<file path="src/rtl/ivl_uvm_ovl_pkg.sv">
// ivl_uvm_ovl_pkg
// Shared types for the OVL fire collector, its reporting block and the
// monitor that consumes fire events.
//   id_width()  : index width for n checkers, never below 1 bit
//   ID_W        : index width for the default 4-checker bank
//   ovl_evt_t   : {id, ts} event record at the default widths
package ivl_uvm_ovl_pkg;

    function automatic int id_width(input int n);
        return (n <= 1) ? 1 : $clog2(n);
    endfunction

    localparam int DEF_NUM_CHK = 4;
    localparam int DEF_TS_W    = 16;
    localparam int ID_W        = id_width(DEF_NUM_CHK);

    typedef struct packed {
        logic [ID_W-1:0]     id;
        logic [DEF_TS_W-1:0] ts;
    } ovl_evt_t;

endpackage

</file>
<file path="src/rtl/ivl_uvm_ovl_evt_fifo.sv">
// ivl_uvm_ovl_evt_fifo
// Show-ahead synchronous FIFO of fire events.
// Ports:
//   clock, reset  : clock, asynchronous active-low reset (empties the FIFO)
//   flush         : synchronous empty, wins over push and pop
//   push, wdata   : write request and data (ignored when full without a pop)
//   pop           : consume the head entry (ignored when empty)
//   rdata         : head entry, zero while empty
//   empty, full   : occupancy flags
module ivl_uvm_ovl_evt_fifo
    import ivl_uvm_ovl_pkg::*;
#(
    parameter type T     = ovl_evt_t,
    parameter int  DEPTH = 8
) (
    input  logic clock,
    input  logic reset,
    input  logic flush,
    input  logic push,
    input  T     wdata,
    input  logic pop,
    output T     rdata,
    output logic empty,
    output logic full
);

    localparam int PTR_W = $clog2(DEPTH);

    // Pointers carry one extra wrap bit so full and empty are distinguishable.
    logic [PTR_W:0] wr_ptr;
    logic [PTR_W:0] rd_ptr;
    T               mem [DEPTH];
    logic           do_push;
    logic           do_pop;

    assign empty   = (wr_ptr == rd_ptr);
    assign full    = (wr_ptr[PTR_W] != rd_ptr[PTR_W]) &&
                     (wr_ptr[PTR_W-1:0] == rd_ptr[PTR_W-1:0]);
    assign do_pop  = pop && !empty;
    // A pop frees the slot in the same cycle, so a full FIFO may still accept.
    assign do_push = push && (!full || do_pop);

    // NOTE: state registers use non-blocking (<=) so every flop samples the
    // pre-edge values; blocking here would create order-dependent races.
    always_ff @(posedge clock or negedge reset) begin
        if (!reset) begin
            wr_ptr <= '0;
            rd_ptr <= '0;
        end else if (flush) begin
            wr_ptr <= '0;
            rd_ptr <= '0;
        end else begin
            if (do_push) wr_ptr <= wr_ptr + 1'b1;
            if (do_pop)  rd_ptr <= rd_ptr + 1'b1;
        end
    end

    // NOTE: the storage array has no reset; only the pointers define validity,
    // and leaving the RAM unreset lets it map onto plain memory cells.
    always_ff @(posedge clock) begin
        if (do_push && !flush) mem[wr_ptr[PTR_W-1:0]] <= wdata;
    end

    // Mask the head while empty so the outputs read zero instead of stale data.
    assign rdata = empty ? T'('0) : mem[rd_ptr[PTR_W-1:0]];

endmodule

</file>
<file path="src/rtl/ivl_uvm_ovl_fire_collector.sv">
// ivl_uvm_ovl_fire_collector
// Collects fire bits from a bank of OVL checkers: per-checker saturating fire
// counters, a free-running timestamp, one pending event slot per checker and
// a lowest-index-first arbiter feeding a show-ahead event FIFO.
// Ports:
//   clock, reset        : clock, asynchronous active-low reset
//   enable              : fire capture enable (timestamp always runs)
//   clear               : synchronous clear of counts, overrun, pending, FIFO
//   fire[NUM_CHK]       : per-checker fire bits
//   evt_valid/ready     : head event handshake
//   evt_id, evt_ts      : checker index and capture timestamp of head event
//   cnt_sel, cnt_out    : combinational read of one fire counter
//   overrun[NUM_CHK]    : sticky, a pending event was overwritten
//   fifo_full           : event FIFO is full
module ivl_uvm_ovl_fire_collector
    import ivl_uvm_ovl_pkg::*;
#(
    parameter  int NUM_CHK    = 4,
    parameter  int CNT_W      = 8,
    parameter  int TS_W       = 16,
    parameter  int FIFO_DEPTH = 8,
    localparam int SEL_W      = id_width(NUM_CHK)
) (
    input  logic               clock,
    input  logic               reset,
    input  logic               enable,
    input  logic               clear,
    input  logic [NUM_CHK-1:0] fire,
    output logic               evt_valid,
    input  logic               evt_ready,
    output logic [SEL_W-1:0]   evt_id,
    output logic [TS_W-1:0]    evt_ts,
    input  logic [SEL_W-1:0]   cnt_sel,
    output logic [CNT_W-1:0]   cnt_out,
    output logic [NUM_CHK-1:0] overrun,
    output logic               fifo_full
);

    localparam int              CNT_SLOTS = 1 << SEL_W;
    localparam logic [CNT_W-1:0] CNT_MAX  = {CNT_W{1'b1}};

    typedef struct packed {
        logic [SEL_W-1:0] id;
        logic [TS_W-1:0]  ts;
    } evt_t;

    logic [TS_W-1:0]    ts;
    logic [CNT_W-1:0]   cnt      [NUM_CHK];
    logic [TS_W-1:0]    pend_ts  [NUM_CHK];
    logic [NUM_CHK-1:0] pend;

    logic [NUM_CHK-1:0] push_oh;
    logic               any_pend;
    logic               push_en;
    evt_t               push_evt;
    evt_t               head_evt;
    logic               fifo_empty;

    // Free-running timestamp; wraps naturally and ignores clear.
    always_ff @(posedge clock or negedge reset) begin
        if (!reset) ts <= '0;
        else        ts <= ts + 1'b1;
    end

    // Priority arbiter: lowest-index pending checker wins, held off while full.
    // NOTE: every variable gets a default before the loop so no path leaves it
    // unassigned, which would otherwise infer a latch.
    always_comb begin
        push_oh  = '0;
        any_pend = 1'b0;
        push_evt = '0;
        for (int i = 0; i < NUM_CHK; i++) begin
            if (pend[i] && !any_pend) begin
                any_pend    = 1'b1;
                push_oh[i]  = 1'b1;
                push_evt.id = SEL_W'(i);
                push_evt.ts = pend_ts[i];
            end
        end
        if (fifo_full) push_oh = '0;
    end

    assign push_en = any_pend && !fifo_full;

    // Per-checker capture. A fire on the checker being pushed this cycle just
    // refills its slot; only a fire on a slot that stays occupied is an overrun.
    always_ff @(posedge clock or negedge reset) begin
        if (!reset) begin
            pend    <= '0;
            overrun <= '0;
            for (int i = 0; i < NUM_CHK; i++) begin
                cnt[i]     <= '0;
                pend_ts[i] <= '0;
            end
        end else if (clear) begin
            pend    <= '0;
            overrun <= '0;
            for (int i = 0; i < NUM_CHK; i++) cnt[i] <= '0;
        end else begin
            for (int i = 0; i < NUM_CHK; i++) begin
                if (enable && fire[i]) begin
                    if (cnt[i] != CNT_MAX) cnt[i] <= cnt[i] + 1'b1;
                    pend_ts[i] <= ts;
                    pend[i]    <= 1'b1;
                    if (pend[i] && !push_oh[i]) overrun[i] <= 1'b1;
                end else if (push_oh[i]) begin
                    pend[i] <= 1'b0;
                end
            end
        end
    end

    // Counter read port padded to a power of two so any cnt_sel is in range.
    logic [CNT_W-1:0] cnt_view [CNT_SLOTS];

    for (genvar j = 0; j < CNT_SLOTS; j++) begin : g_view
        if (j < NUM_CHK) begin : g_real
            assign cnt_view[j] = cnt[j];
        end else begin : g_pad
            assign cnt_view[j] = '0;
        end
    end

    assign cnt_out = cnt_view[cnt_sel];

    ivl_uvm_ovl_evt_fifo #(
        .T     (evt_t),
        .DEPTH (FIFO_DEPTH)
    ) u_fifo (
        .clock (clock),
        .reset (reset),
        .flush (clear),
        .push  (push_en),
        .wdata (push_evt),
        .pop   (evt_ready),
        .rdata (head_evt),
        .empty (fifo_empty),
        .full  (fifo_full)
    );

    assign evt_valid = !fifo_empty;
    assign evt_id    = head_evt.id;
    assign evt_ts    = head_evt.ts;

endmodule

</file>
<file path="config.mk">
export PLATFORM = sky130hd
export DESIGN_NAME = ivl_uvm_ovl_fire_collector
export DESIGN_NICKNAME = d
export VERILOG_FILES = /design/src/rtl/ivl_uvm_ovl_pkg.sv /design/src/rtl/ivl_uvm_ovl_evt_fifo.sv /design/src/rtl/ivl_uvm_ovl_fire_collector.sv
export SDC_FILE = /design/constraint.sdc
export NUM_CORES = 1
export LEC_CHECK = 0
export BUFFER_PORTS_ARGS = -buffer_cell sky130_fd_sc_hd__buf_2
export CELL_PAD_IN_SITES_DETAIL_PLACEMENT = 0
export CELL_PAD_IN_SITES_GLOBAL_PLACEMENT = 1
export CORE_ASPECT_RATIO = 1.5
export CORE_UTILIZATION = 52
export DETAILED_ROUTE_END_ITERATION = 10
export GPL_TIMING_DRIVEN = 0
export MAX_ROUTING_LAYER = met4
export PLACE_DENSITY = 0.8
export SETUP_SLACK_MARGIN = 0.2
export SYNTH_ARGS = -nofsm -noshare
export SYNTH_HDL_FRONTEND = slang
export SYNTH_SLANG_ARGS = --single-unit
</file>
<file path="constraint.sdc">
create_clock -name clock -period 3.35 [get_ports clock]
set_input_delay 0.1675 -clock clock [delete_from_list [all_inputs] [get_ports clock]]
set_output_delay 0.1675 -clock clock [all_outputs]
set_load 0.005 [all_outputs]
</file>
## Yosys cells after proc, flatten, opt, wreduce, memory -nomap -nowiden

Memories as Yosys holds them, arrays and structs flattened.
Cells that the tools add are included.

| storage, ports and cells | value |
|---|---|
| bits in registers | 128 |
| memory bits (writable) | 144 |
| input port bits | 11 |
| output and inout bits | 32 |
| word-level logic and storage cells | 143 |
| memories kept | 1 |

Memory list:

| name | depth | bits a word | rd ports | clocked after memory_dff | write ports | RTL line | text |
|---|---|---|---|---|---|---|---|
| u_fifo.mem | 8 | 18 | 1 | 0 | 1 | ivl_uvm_ovl_evt_fifo.sv:32 | `T mem [DEPTH];` |

| operators by class | value |
|---|---|
| add/subtract/negate cells | 7 |
| $lt $le $gt $ge | 1 |
| equality and inequality tests | 7 |
| muxes and demuxes | 49 |
| bitwise gates (word level) | 2 |
| reduce and logical (&&, ||, !) cells | 57 |

Operators with widths:

| kind | number |
|---|---|
| $mux W8 | 10 |
| $mux W18 | 4 |
| $add A8 B1 Y8 const B | 4 |
| $mux W32 | 1 |
| $ne A8 B8 Y1 const B | 4 |
| $mux W4 | 7 |
| $reduce_bool A2 Y1 | 14 |
| $mux W1 | 25 |
| $reduce_and A2 Y1 | 12 |
| $add A16 B1 Y16 const B | 1 |
| $bmux W8 S2 | 1 |
| $logic_and A1 B1 Y1 | 16 |
| $mux W16 | 1 |
| $reduce_bool A3 Y1 | 4 |
| $logic_not A1 Y1 | 10 |
| $add A4 B1 Y4 const B | 2 |
| $eq A4 B4 Y1 | 1 |
| $eq A3 B3 Y1 | 1 |
| $ge A3 B3 Y1 const B | 1 |
| $not A2 Y3 | 1 |
| $logic_or A1 B1 Y1 | 1 |
| $ne A1 B1 Y1 | 1 |
| $not A1 Y1 | 1 |

## Logic depth before layout (Yosys ltp)

Gate-level depths: netlist (run 1).

| logic depth | value |
|---|---|
| depth in word-level cells | 16 |
| depth in mapped cells | 6 |
| gate-level depth less buffers | 5 |

## By module

Synthesis (run 1) repeated with hierarchy kept, for this count alone.

| unflattened totals | value |
|---|---|
| cells, all modules | 819 |
| area total of the unflattened synthesis | 11,861.4 um2 |

By module, submodules not included:

| module | instances | cells an instance | area each (um2) | seq. area each (um2) |
|---|---|---|---|---|
| ivl_uvm_ovl_evt_fifo | 1 | 313 | 6,172.2 | 4,524.3 |
| ivl_uvm_ovl_fire_collector | 1 | 506 | 5,689.2 | 3,002.9 |

## Worst setup path before layout (run 1)

OpenSTA, ideal clock, no wires.

| path | value |
|---|---|
| path type | flip-flop to flip-flop |
| start | register u_fifo.wr_ptr[0] |
| end | memory u_fifo.mem[0][0] (netlist name), enable pin |
| library setup time | 0.416 ns |
| arrival time | 2.419 ns |
| required time | 2.934 ns |
| slack | 0.515 ns |
| stages on the path, launching flop included | 6 |
| period minus slack after synthesis | 2.835 ns |
| cells stage by stage | dfrtp_1 clkbuf_1 xnor2_1 nand4_1 nand3_1 nor3_1 |

| between the ends | value |
|---|---|
| word-level cells in the longest chain between the ends | 8 |
| elaborated cells on any way between the ends | 12 |
| classes of those cells | eq/ne (2); mux (2); reduce/logical (8) |

RTL lines:

| what | RTL line | text |
|---|---|---|
| start: declaration | ivl_uvm_ovl_evt_fifo.sv:30 | `logic [PTR_W:0] wr_ptr;` |
| start signal: assignment | ivl_uvm_ovl_evt_fifo.sv:53 | `if (do_push) wr_ptr <= wr_ptr + 1'b1;` |
| $eq A4 B4 Y1 or $eq A3 B3 Y1 (tied branches) | ivl_uvm_ovl_evt_fifo.sv:36, ivl_uvm_ovl_evt_fifo.sv:38 |  |
| $logic_not A1 Y1 or $logic_and A1 B1 Y1 (tied branches) | ivl_uvm_ovl_evt_fifo.sv:39, ivl_uvm_ovl_evt_fifo.sv:37 |  |
| $logic_and A1 B1 Y1 or $logic_not A1 Y1 (tied branches) | ivl_uvm_ovl_evt_fifo.sv:39, ivl_uvm_ovl_evt_fifo.sv:41, ivl_uvm_ovl_fire_collector.sv:83 |  |
| $logic_or A1 B1 Y1 or $logic_and A1 B1 Y1 (tied branches) | ivl_uvm_ovl_evt_fifo.sv:41, ivl_uvm_ovl_fire_collector.sv:83 |  |
| $logic_and A1 B1 Y1 | ivl_uvm_ovl_evt_fifo.sv:41 | `assign do_push = push && (!full \|\| do_pop);` |
| $logic_and A1 B1 Y1 | ivl_uvm_ovl_evt_fifo.sv:61 | `if (do_push && !flush) mem[wr_ptr[PTR_W-1:0]] <= wdata;` |
| $mux W1 | ivl_uvm_ovl_evt_fifo.sv:61 |  |
| $mux W1 (implied by the code) | ivl_uvm_ovl_evt_fifo.sv:61 |  |
| end: declaration | ivl_uvm_ovl_evt_fifo.sv:32 |  |

Several ways; a longest one is shown, not always the timed one.

## Worst setup path in the final report (run 1)

| path | value |
|---|---|
| start | register u_fifo.wr_ptr[0] |
| end | memory u_fifo.mem[0][14] (netlist name), enable pin |

Same word-level chain as after synthesis.

==> flow_summary.ini, run 1 <==
[run_status]
status = finished clean

[setup_path]
r2r_start = u_fifo.wr_ptr[0]
setup.worst_path.start = u_fifo.wr_ptr[0]
cp-start-kind = flip-flop
end_kind = flip-flop
crit_fanout = 10
critPathKind = flip-flop to flip-flop
critical_path.max_stage_delay_ps = 780
critPathArrivalTime_ps = 3150
r2r_slack_ps = 430
r2r_cells = 6
worst_path_max_delay_cell = nor3_2
critical_path_required_ps = 3570
critPathBufInv = 2
crit_family = simple AND/OR/NAND/NOR gates
r2r_end = u_fifo.mem[0][14]
path_cells = clkbuf_1 > xnor2_1 > nand4_1 > nand3_1 > nor3_2 > buf_6

[floorplanning]
fp.coreArea_mm2 = 0.0218
die_area_mm2 = 0.0229
fp.dieW_um = 124
io-pin-count = 43
rows = 66
start_util = 0.533
chipHeight_um = 185

[power_and_ir_drop]
total_power_mw = 7.95
p_per_area_mw_per_mm2 = 600
power.leakage_nw = 5.27
vdd_drop_max_mv = 0.439

[timing]
rsz0062_at_grt = no
slew_viol_final = 0
hold_viol = 0
finalSetupViolations = 0
fin_crit_ps = 2920
max-slew-margin-rel = 0.367
layout_setup_ws_ps = 427
worst_pin_slew_ps = 944
period_share = 0.873
fmax_mhz = 342
clock_skew_ps = 17.2

[route]
wl_um = 24900
dr.pass1.iters = 5
vias = 6967
drc = 0
vias_per_cell = 6.04
antenna_left = 0
drt_iter0_drc = 481
routedWlPerCell_um = 21.6

[clock_tree]
htreeDepth = 1
clk_latency_ps = 530
post_cts_buffers = 0
path_clk_slew_ps = 70
cts_buffer_depth = 3
numCtsBuffers = 25
clock_sinks = 272
cts_tree = yes
cts-root-buf = clkbuf_16

[placed_design]
post_dp_cell_area_mm2 = 0.0123
hpwl_um = 17600
place_ws_ps = 460
dp.cells = 1103
place_congestion = 0.840
port_buffers = 39

[global_routing]
grt_pass1_wl_um = 39600
grt_util_all_layers = 0.235
grt-ovfl-total = 0
first_global_vias = 7400
grt_start_max_net_pins = 104
antenna_found_initial = 0

[synthesis]
synth-edff-count = 144
yosys_warnings = 0
ys_seq_area_frac = 0.648
synthCells = 782
synth_ff_type = edfxtp_1
syn_nets = 800
async_reset_ff_frac = 0.471
synth_cell_types = 46
avgSynthCellArea_um2 = 14.8
synth_top_area_cell = edfxtp_1
ys_ff_latch = 272
netlist_area_mm2 = 0.0116
yosysTopAreaCellShare = 0.372
synthTopCellsByArea = edfxtp_1 (37%), dfrtp_1 (28%), mux4_2 (8.5%)

[layout]
fillCellCount = 1671
final_net_count = 880
finalInstanceArea_mm2 = 0.0133
fin_cells = 1153
num_antenna_cells = 0
drive_above_1_share = 0.241
area_delta_synth_final_pct = 14.1

[min_path]
hold_end = cnt[26]
holdPathStages = 3
hp-start = fire[0]
hold_path_class = input port to flip-flop

[job]
maxCapViolCount = 0
## state kept, by name, summed over array words and instances (netlist names)
name and cells:
pend 4, u_fifo.mem 144, u_fifo.rd_ptr 4, pend_ts 64, cnt 32, u_fifo.wr_ptr 4, overrun 4, ts 16
## cells by family (layout without fill, tap and decap cells)
logic type,after synthesis,count (layout),share of synthesized area
compound gates,91,91,0.0593
xor+xnor,29,29,0.0219
fa+ha+maj,7,7,0.00754
buf+inv,56,155,0.0187
flops,272,272,0.648
mux,126,126,0.162
simple gates,201,201,0.0822
## worst reg2reg max path, delay by kind of cell (launching register included)
kind / cells / cell delay [ps]
xor gates and xnor gates: 1 / 200
buffers and inverters: 2 / 670
DFF: 1 / 350
and+or+nand+nor: 3 / 1390
## power by group
group / internal [mW] / total, mW / switching (mW) / leakage [nW]
sequential: 3.63 / 3.69 / 0.0550 / 3.04
clock: 1.76 / 3.01 / 1.25 / 0.432
combinational: 0.594 / 1.25 / 0.657 / 1.80
## what timing repair did
item	in CTS	in global routing
hold endpoints to repair	131	0
setup endpoints to repair	2	10
hold buffers	4	0
resized for setup	2	1
## metal layers
| metal | global-route usage | vias up | routed length, um |
|---|---|---|---|
| met5 | - | - | 0 |
| met4 | 0.0724 | 0 | 623 |
| met3 | 0.0246 | 39 | 926 |
| met2 | 0.425 | 184 | 13800 |
| met1 | 0.272 | 3587 | 9510 |
| li1 | - | 3157 | - |
## Yosys cell counts, types with 6 or more instances
library cell / n
a211oi_1: 8
a21oi_1: 9
a221o_1: 16
a22oi_1: 16
and3_1: 9
and4_1: 6
buf_2: 6
clkbuf_1: 35
dfrtp_1: 128
edfxtp_1: 144
ha_1: 7
inv_1: 13
mux2_2: 56
mux2i_1: 25
mux4_2: 44
nand2_1: 37
nand3_1: 22
nand4_1: 9
nor2_1: 77
nor2b_1: 7
nor3_1: 19
o21ai_0: 16
xnor2_1: 16
xor2_1: 13
## area by class of cell
| type | instances | area, um2 | share of cell area |
|---|---|---|---|
| inverters | 13 | 48.8 | 0.00368 |
| multi-input cells | 454 | 3890 | 0.294 |
| plain buffers | 43 | 171 | 0.0129 |
| well taps | 272 | 340 | 0.0257 |
| clock inverters | 18 | 211 | 0.0160 |
| flip-flops and latches | 272 | 7530 | 0.568 |
| repair buffers | 53 | 389 | 0.0294 |
| clock buffers | 28 | 667 | 0.0503 |
## per-stage QoR
step	hold WS, ps	util	TNS, ps
floorplan	-128	-	0
global placement	464	0.557	-32890
detailed placement	50.4	0.565	0
CTS	33.3	0.608	0
global route	72.9	0.608	0
finish	55.0	0.608	0
## worst max path at each step
stage,end,cells past startpoint
2_1_floorplan,u_fifo.mem[0][0],5
4_1_cts,evt_id[0],7
3_5_place_dp,u_fifo.mem[0][14],6
6_report,u_fifo.mem[0][14],6
3_3_place_gp,u_fifo.mem[4][14],5
5_1_grt,evt_ts[6],6
## layout by cell type, fill, tap and decap left out, types with 5 or more instances in the layout
cell / instances
xnor2_1: 16
and4_1: 6
nand4_1: 9
xor2_1: 13
inv_6: 5
nor2_2: 7
nand2_1: 37
a211oi_1: 8
nor2b_1: 7
clkbuf_16: 25
mux2_2: 56
clkbuf_1: 33
a22oi_1: 16
nor3_1: 17
a21oi_1: 9
buf_2: 44
dfrtp_1: 128
and3_1: 9
a221o_1: 16
o21ai_0: 16
mux4_2: 44
nand3_1: 22
inv_1: 13
mux2i_1: 25
clkinv_2: 5
ha_1: 7
nor2_1: 70
edfxtp_1: 144
buf_8: 6
Power figures use the tool's default switching activity.
==> inputs of run 2 (changes only) <==
- SLEW_MARGIN: unset -> 15
- SYNTH_HIERARCHICAL: unset -> 1
==> flow_summary.ini, run 2 <==
[placed_design]
hpwl_um = 18200
post_dp_cell_area_mm2 = 0.0126
dp.cells = 1143
port_buffers = 39
place_congestion = 0.853

[global_routing]
antenna_found_initial = 0
grt_util_all_layers = 0.235
first_global_vias = 7535
grt_start_max_net_pins = 69
grt-ovfl-total = 0
grt_pass1_wl_um = 40800

[synthesis]
netlist_area_mm2 = 0.0119
ys_seq_area_frac = 0.635
yosysTopAreaCellShare = 0.365
yosys_warnings = 6
synth_most_common_cell = edfxtp_1
synthTopCellsByArea = edfxtp_1 (36%), dfrtp_1 (27%), mux4_2 (8.4%)
synth-edff-count = 144
avgSynthCellArea_um2 = 14.5
ys_top_cells_by_count = edfxtp_1 (144), dfrtp_1 (128), nor2_1 (87)
synthCells = 819
synth_ff_type = edfxtp_1
synth_top_area_cell = edfxtp_1
async_reset_ff_frac = 0.471
ys_ff_latch = 272
syn_nets = 837
synth_cell_types = 56

[setup_path]
path_cells = buf_2 > buf_6 > xnor2_1 > nand4_4 > clkinvlp_4 > nor2_1 > clkbuf_2 > inv_1 > nor2_1 > o211ai_1 > buf_4 > nor2_4 > buf_16
cp_common_cell = nor2_1
critPathArrivalTime_ps = 3130
critical_path.max_stage_delay_ps = 390
r2r_start = u_fifo/rd_ptr[0]
end_kind = flip-flop
critical_path_required_ps = 3580
critPathKind = flip-flop to flip-flop
path_depth = 13
setup.worst_path.start = u_fifo/rd_ptr[0]
crit_fanout = 12
r2r_slack_ps = 450
r2r_cells = 13
cp-start-kind = flip-flop
worst_path_max_delay_cell = dfrtp_1
r2r_end = u_fifo/mem[7][1]
critPathBufInv = 7
crit_path_end = u_fifo/mem[7][1]
crit_family = buffers and inverters

[floorplanning]
die_area_mm2 = 0.0234
fp.coreArea_mm2 = 0.0224
rows = 67
io-pin-count = 43
fp.dieW_um = 125
start_util = 0.530
chipHeight_um = 187

[layout]
multiInputGateArea_mm2 = 0.00411
num_antenna_cells = 0
drive_above_1_share = 0.271
fillCellCount = 1621
final_cell_mix = edfxtp_1 (144), dfrtp_1 (128), nor2_1 (81)
seq_area_mm2 = 0.00753
fin_cells = 1206
finalInstanceArea_mm2 = 0.0136
largest_register_ff_count = 144
layout_commonest_cell = edfxtp_1
area_delta_synth_final_pct = 15.0
final_net_count = 929

[timing]
hold_viol = 0
finalSetupViolations = 0
period_share = 0.865
clock_skew_ps = 27.2
max-slew-margin-rel = 0.310
worst_pin_slew_ps = 1020
slew_viol_final = 0
rsz0062_at_grt = no
fmax_mhz = 345
fin_crit_ps = 2900

[power_and_ir_drop]
p_per_area_mw_per_mm2 = 580
p_seq_frac = 0.470
p_int_mw = 5.86
total_power_mw = 7.91
power.leakage_nw = 5.15
clkPwrFrac = 0.348
switching_power_mw = 2.05
combPwrFrac = 0.182
vdd_drop_max_mv = 0.356
swShare = 0.259

[route]
dr.pass1.iters = 10
vias = 7185
wl_um = 25800
drt_iter0_drc = 521
antenna_left = 0
routedWlPerCell_um = 21.4
drc = 2
vias_per_cell = 5.96

[clock_tree]
htreeDepth = 1
cts-root-buf = clkbuf_16
path_clk_slew_ps = 70
cts_tree = yes
numCtsBuffers = 25
clk_latency_ps = 540
clock_sinks = 272
cts_buffer_depth = 3

[run_status]
status = finished, violations left
violations = design-rule violations

[min_path]
hold_path_class = input port to flip-flop

[job]
maxCapViolCount = 0
run 2: changes by cell type in the layout (fill, tap and decap cells not counted), moves of 6 or more:
cell,delta
a21oi_1,+6
buf_2,+14
buf_4,+12
clkbuf_1,-11
inv_1,+6
nor2_1,+11
nor2_2,-6
nor2_4,+6
nor4_1,+7
o21ai_0,+6
run 2: final cells by class:
type	count	share of cell area
plain buffers	47	0.0172
clock buffers	27	0.0464
well taps	276	0.0253
multi-input cells	480	0.301
repair buffers	65	0.0404
flip-flops and latches	272	0.552
clock inverters	19	0.0119
inverters	20	0.00578
run 2: how the worst min path moves through the flow:
stage	start	endpoint	slack [ps]	cells after the start
after detailed placement	reset	cnt[3]	220	1
after global routing	evt_ready	u_fifo/wr_ptr[2]	50	2
final	fire[2]	pend[2]	40	3
after floorplan	reset	cnt[0]	-130	0
after CTS	fire[2]	pend[2]	20	3
after global placement	pend_ts[21]	pend_ts[21]	460	2
run 2: cell families (layout without fill, tap and decap cells):
| family | count (synthesis) | after routing | synth area share |
|---|---|---|---|
| and+or+nand+nor | 216 | 216 | 0.0889 |
| muxes | 123 | 123 | 0.156 |
| DFF | 272 | 272 | 0.635 |
| xor gates and xnor gates | 31 | 31 | 0.0248 |
| adders and majority gates | 7 | 7 | 0.00738 |
| AOI/OAI and AO/OA | 103 | 103 | 0.0630 |
| buffers and inverters | 67 | 178 | 0.0256 |
run 2: what timing repair did:
item,in CTS,in global routing
hold endpoints to repair,67,0
resized for setup,7,3
gates cloned,0,0
hold buffers,1,0
pin swaps,10,0
setup endpoints to repair,144,127
buffers inserted,15,1
run 2: layer usage:
layer	up-vias	track usage	wire [um]
met3	56	0.0240	875
met1	3653	0.260	9850
li1	3293	-	-
met4	0	0.0919	937
met2	183	0.431	14100
met5	-	-	0
run 2: power by group through the flow:
| stage | combinational (mW) | clock, mW | sequential, mW |
|---|---|---|---|
| global route | 1.59 | 2.94 | 3.73 |
| CTS | 1.46 | 2.81 | 3.72 |
| global placement | 1.37 | 0 | 3.77 |
| detailed placement | 1.43 | 0 | 3.79 |
| floorplan | 0.962 | 0 | 3.76 |
| finish | 1.44 | 2.76 | 3.72 |
run 2: through the flow:
| step | util | hold WS (ps) | TNS (ps) | worst slack [ps] |
|---|---|---|---|---|
| after floorplan | - | -128 | 0 | 266 |
| after global placement | 0.555 | 463 | -115390 | -847 |
| after detailed placement | 0.563 | 225 | -12430 | -240 |
| after CTS | 0.608 | 15.9 | 0 | 289 |
| after global routing | 0.609 | 45.2 | 0 | 252 |
| final | 0.609 | 35.6 | 0 | 451 |
run 2: worst register-to-register path, delay by kind of cell (launching register included):
family,cells,cell delay (ps)
AOI/OAI and AO/OA,1,190
xor gates and xnor gates,1,190
and+or+nand+nor,4,630
DFF,1,390
buffers and inverters,7,1190
==> inputs of run 3 (changes only) <==
- GPL_TIMING_DRIVEN: 0 -> unset
- MAX_ROUTING_LAYER: met4 -> unset
- SYNTH_HIERARCHICAL: 1 -> unset
==> flow_summary.ini, run 3 (same netlist as run 1, synthesis figures left out) <==
[timing]
clock_skew_ps = 10.5
hold_viol = 0
worst_pin_slew_ps = 966
rsz0062_at_grt = no
fmax_mhz = 372
fin_crit_ps = 2690
max-slew-margin-rel = 0.351
slew_viol_final = 0
finalSetupViolations = 0
period_share = 0.803
layout_setup_ws_ps = 661
fin_tns_setup_ps = 0

[min_path]
holdPathStages = 3
hold_path_class = input port to flip-flop

[setup_path]
crit_fanout = 39
crit_family = multiplexers
critPathBufInv = 2
critPathArrivalTime_ps = 2520
worst_path_max_delay_cell = buf_4
r2r_cells = 3
critical_path.max_stage_delay_ps = 600
cp-start-kind = flip-flop
path_depth = 5
critical_path_required_ps = 3180
critPathKind = flip-flop to output port
end_kind = output port
path_cells = buf_4 > mux4_2 > mux2i_1 > nor2_1 > buf_2

[floorplanning]
io-pin-count = 43
rows = 66
fp.coreArea_mm2 = 0.0218
die_area_mm2 = 0.0229
chipHeight_um = 185
fp.dieW_um = 124
start_util = 0.533

[power_and_ir_drop]
switching_power_mw = 1.86
clkPwrFrac = 0.368
p_int_mw = 5.87
total_power_mw = 7.73
swShare = 0.240
p_seq_frac = 0.479
power.leakage_nw = 5.21
combPwrFrac = 0.154
vdd_drop_max_mv = 0.319
p_per_area_mw_per_mm2 = 592

[placed_design]
place_ws_ps = 981
port_buffers = 42
hpwl_um = 15200
dp.cells = 1074
place_congestion = 0.811

[layout]
fillCellCount = 1659
final_cell_mix = edfxtp_1 (144), dfrtp_1 (127), nor2_1 (77)
largest_register_ff_count = 144
num_antenna_cells = 0
final_net_count = 852
fin_cells = 1123
drive_above_1_share = 0.242
final_util = 0.599
area_delta_synth_final_pct = 12.4
layout_commonest_cell = edfxtp_1

[global_routing]
antenna_found_initial = 0
grt_util_all_layers = 0.211
grt_pass1_wl_um = 36800
first_global_vias = 6934
grt_start_max_net_pins = 68
grt-ovfl-total = 0

[route]
drt_iter0_drc = 386
vias_per_cell = 5.98
dr.pass1.iters = 4
wl_um = 23000
antenna_left = 0
vias = 6721
routedWlPerCell_um = 20.5
drc = 0

[clock_tree]
htreeDepth = 1
cts.repair.resized = 0
cts_buffer_depth = 3
cts_tree = yes
numCtsBuffers = 25
cts-root-buf = clkbuf_16
clk_latency_ps = 510
clock_sinks = 272
path_clk_slew_ps = 60

[run_status]
status = finished clean

[job]
maxCapViolCount = 0
run 3: area by class of cell:
type,instances,area [um2],share of cell area
clock buffers,30,664,0.0509
clock inverters,14,163,0.0125
inverters,13,48.8,0.00374
multi-input cells,454,3880,0.297
flip-flops and latches,272,7530,0.577
well taps,272,340,0.0261
repair buffers,68,433,0.0332
run 3: worst min-delay path, cell delays in order:
cell and delay, ps:
buf_2 130, nand2_1 150, a21oi_1 80
run 3: what timing repair did:
action | 4_1_cts | 5_1_grt
endpoints found under the hold margin | 69 | 0
setup buffers | 0 | 0
hold buffers | 5 | 0
run 3: path summary, 6_finish.rpt:
kind,from,to,slack [ps]
max,u_fifo.rd_ptr[0],evt_ts[3],660
min,fire[0],pend[0],60
max reg2reg,pend[1],u_fifo.mem[1][7],910
min reg2reg,pend_ts[21],pend_ts[21],490
max in group asynchronous,reset,cnt[22],2210
min in group asynchronous,reset,pend_ts[28],310
run 3: layer usage:
metal	track usage	share of wire	routed length, um	vias up
li1	-	-	-	3091
met1	0.262	0.41	9360	3448
met2	0.378	0.53	12200	139
met3	0.0234	0.034	787	43
met4	0.0719	0.028	634	0
met5	0	0	0	-
run 3: stage by stage:
stage                     hold WS (ps)  instance area, um2
after CTS                         39.4               13100
after global routing              62.6               13100
after detailed placement           327               12200
after floorplan                   -128               11600
after global placement             318               12200
final                             64.4               13100
run 3: power by group through the flow:
| stage | clock (mW) | combinational (mW) | sequential, mW |
|---|---|---|---|
| 5_1_grt | 3.03 | 1.34 | 3.71 |
| 2_1_floorplan | 0 | 0.862 | 3.74 |
| 3_5_place_dp | 0 | 1.21 | 3.77 |
| 3_3_place_gp | 0 | 1.18 | 3.76 |
| 6_report | 2.84 | 1.19 | 3.70 |
| 4_1_cts | 2.90 | 1.22 | 3.70 |
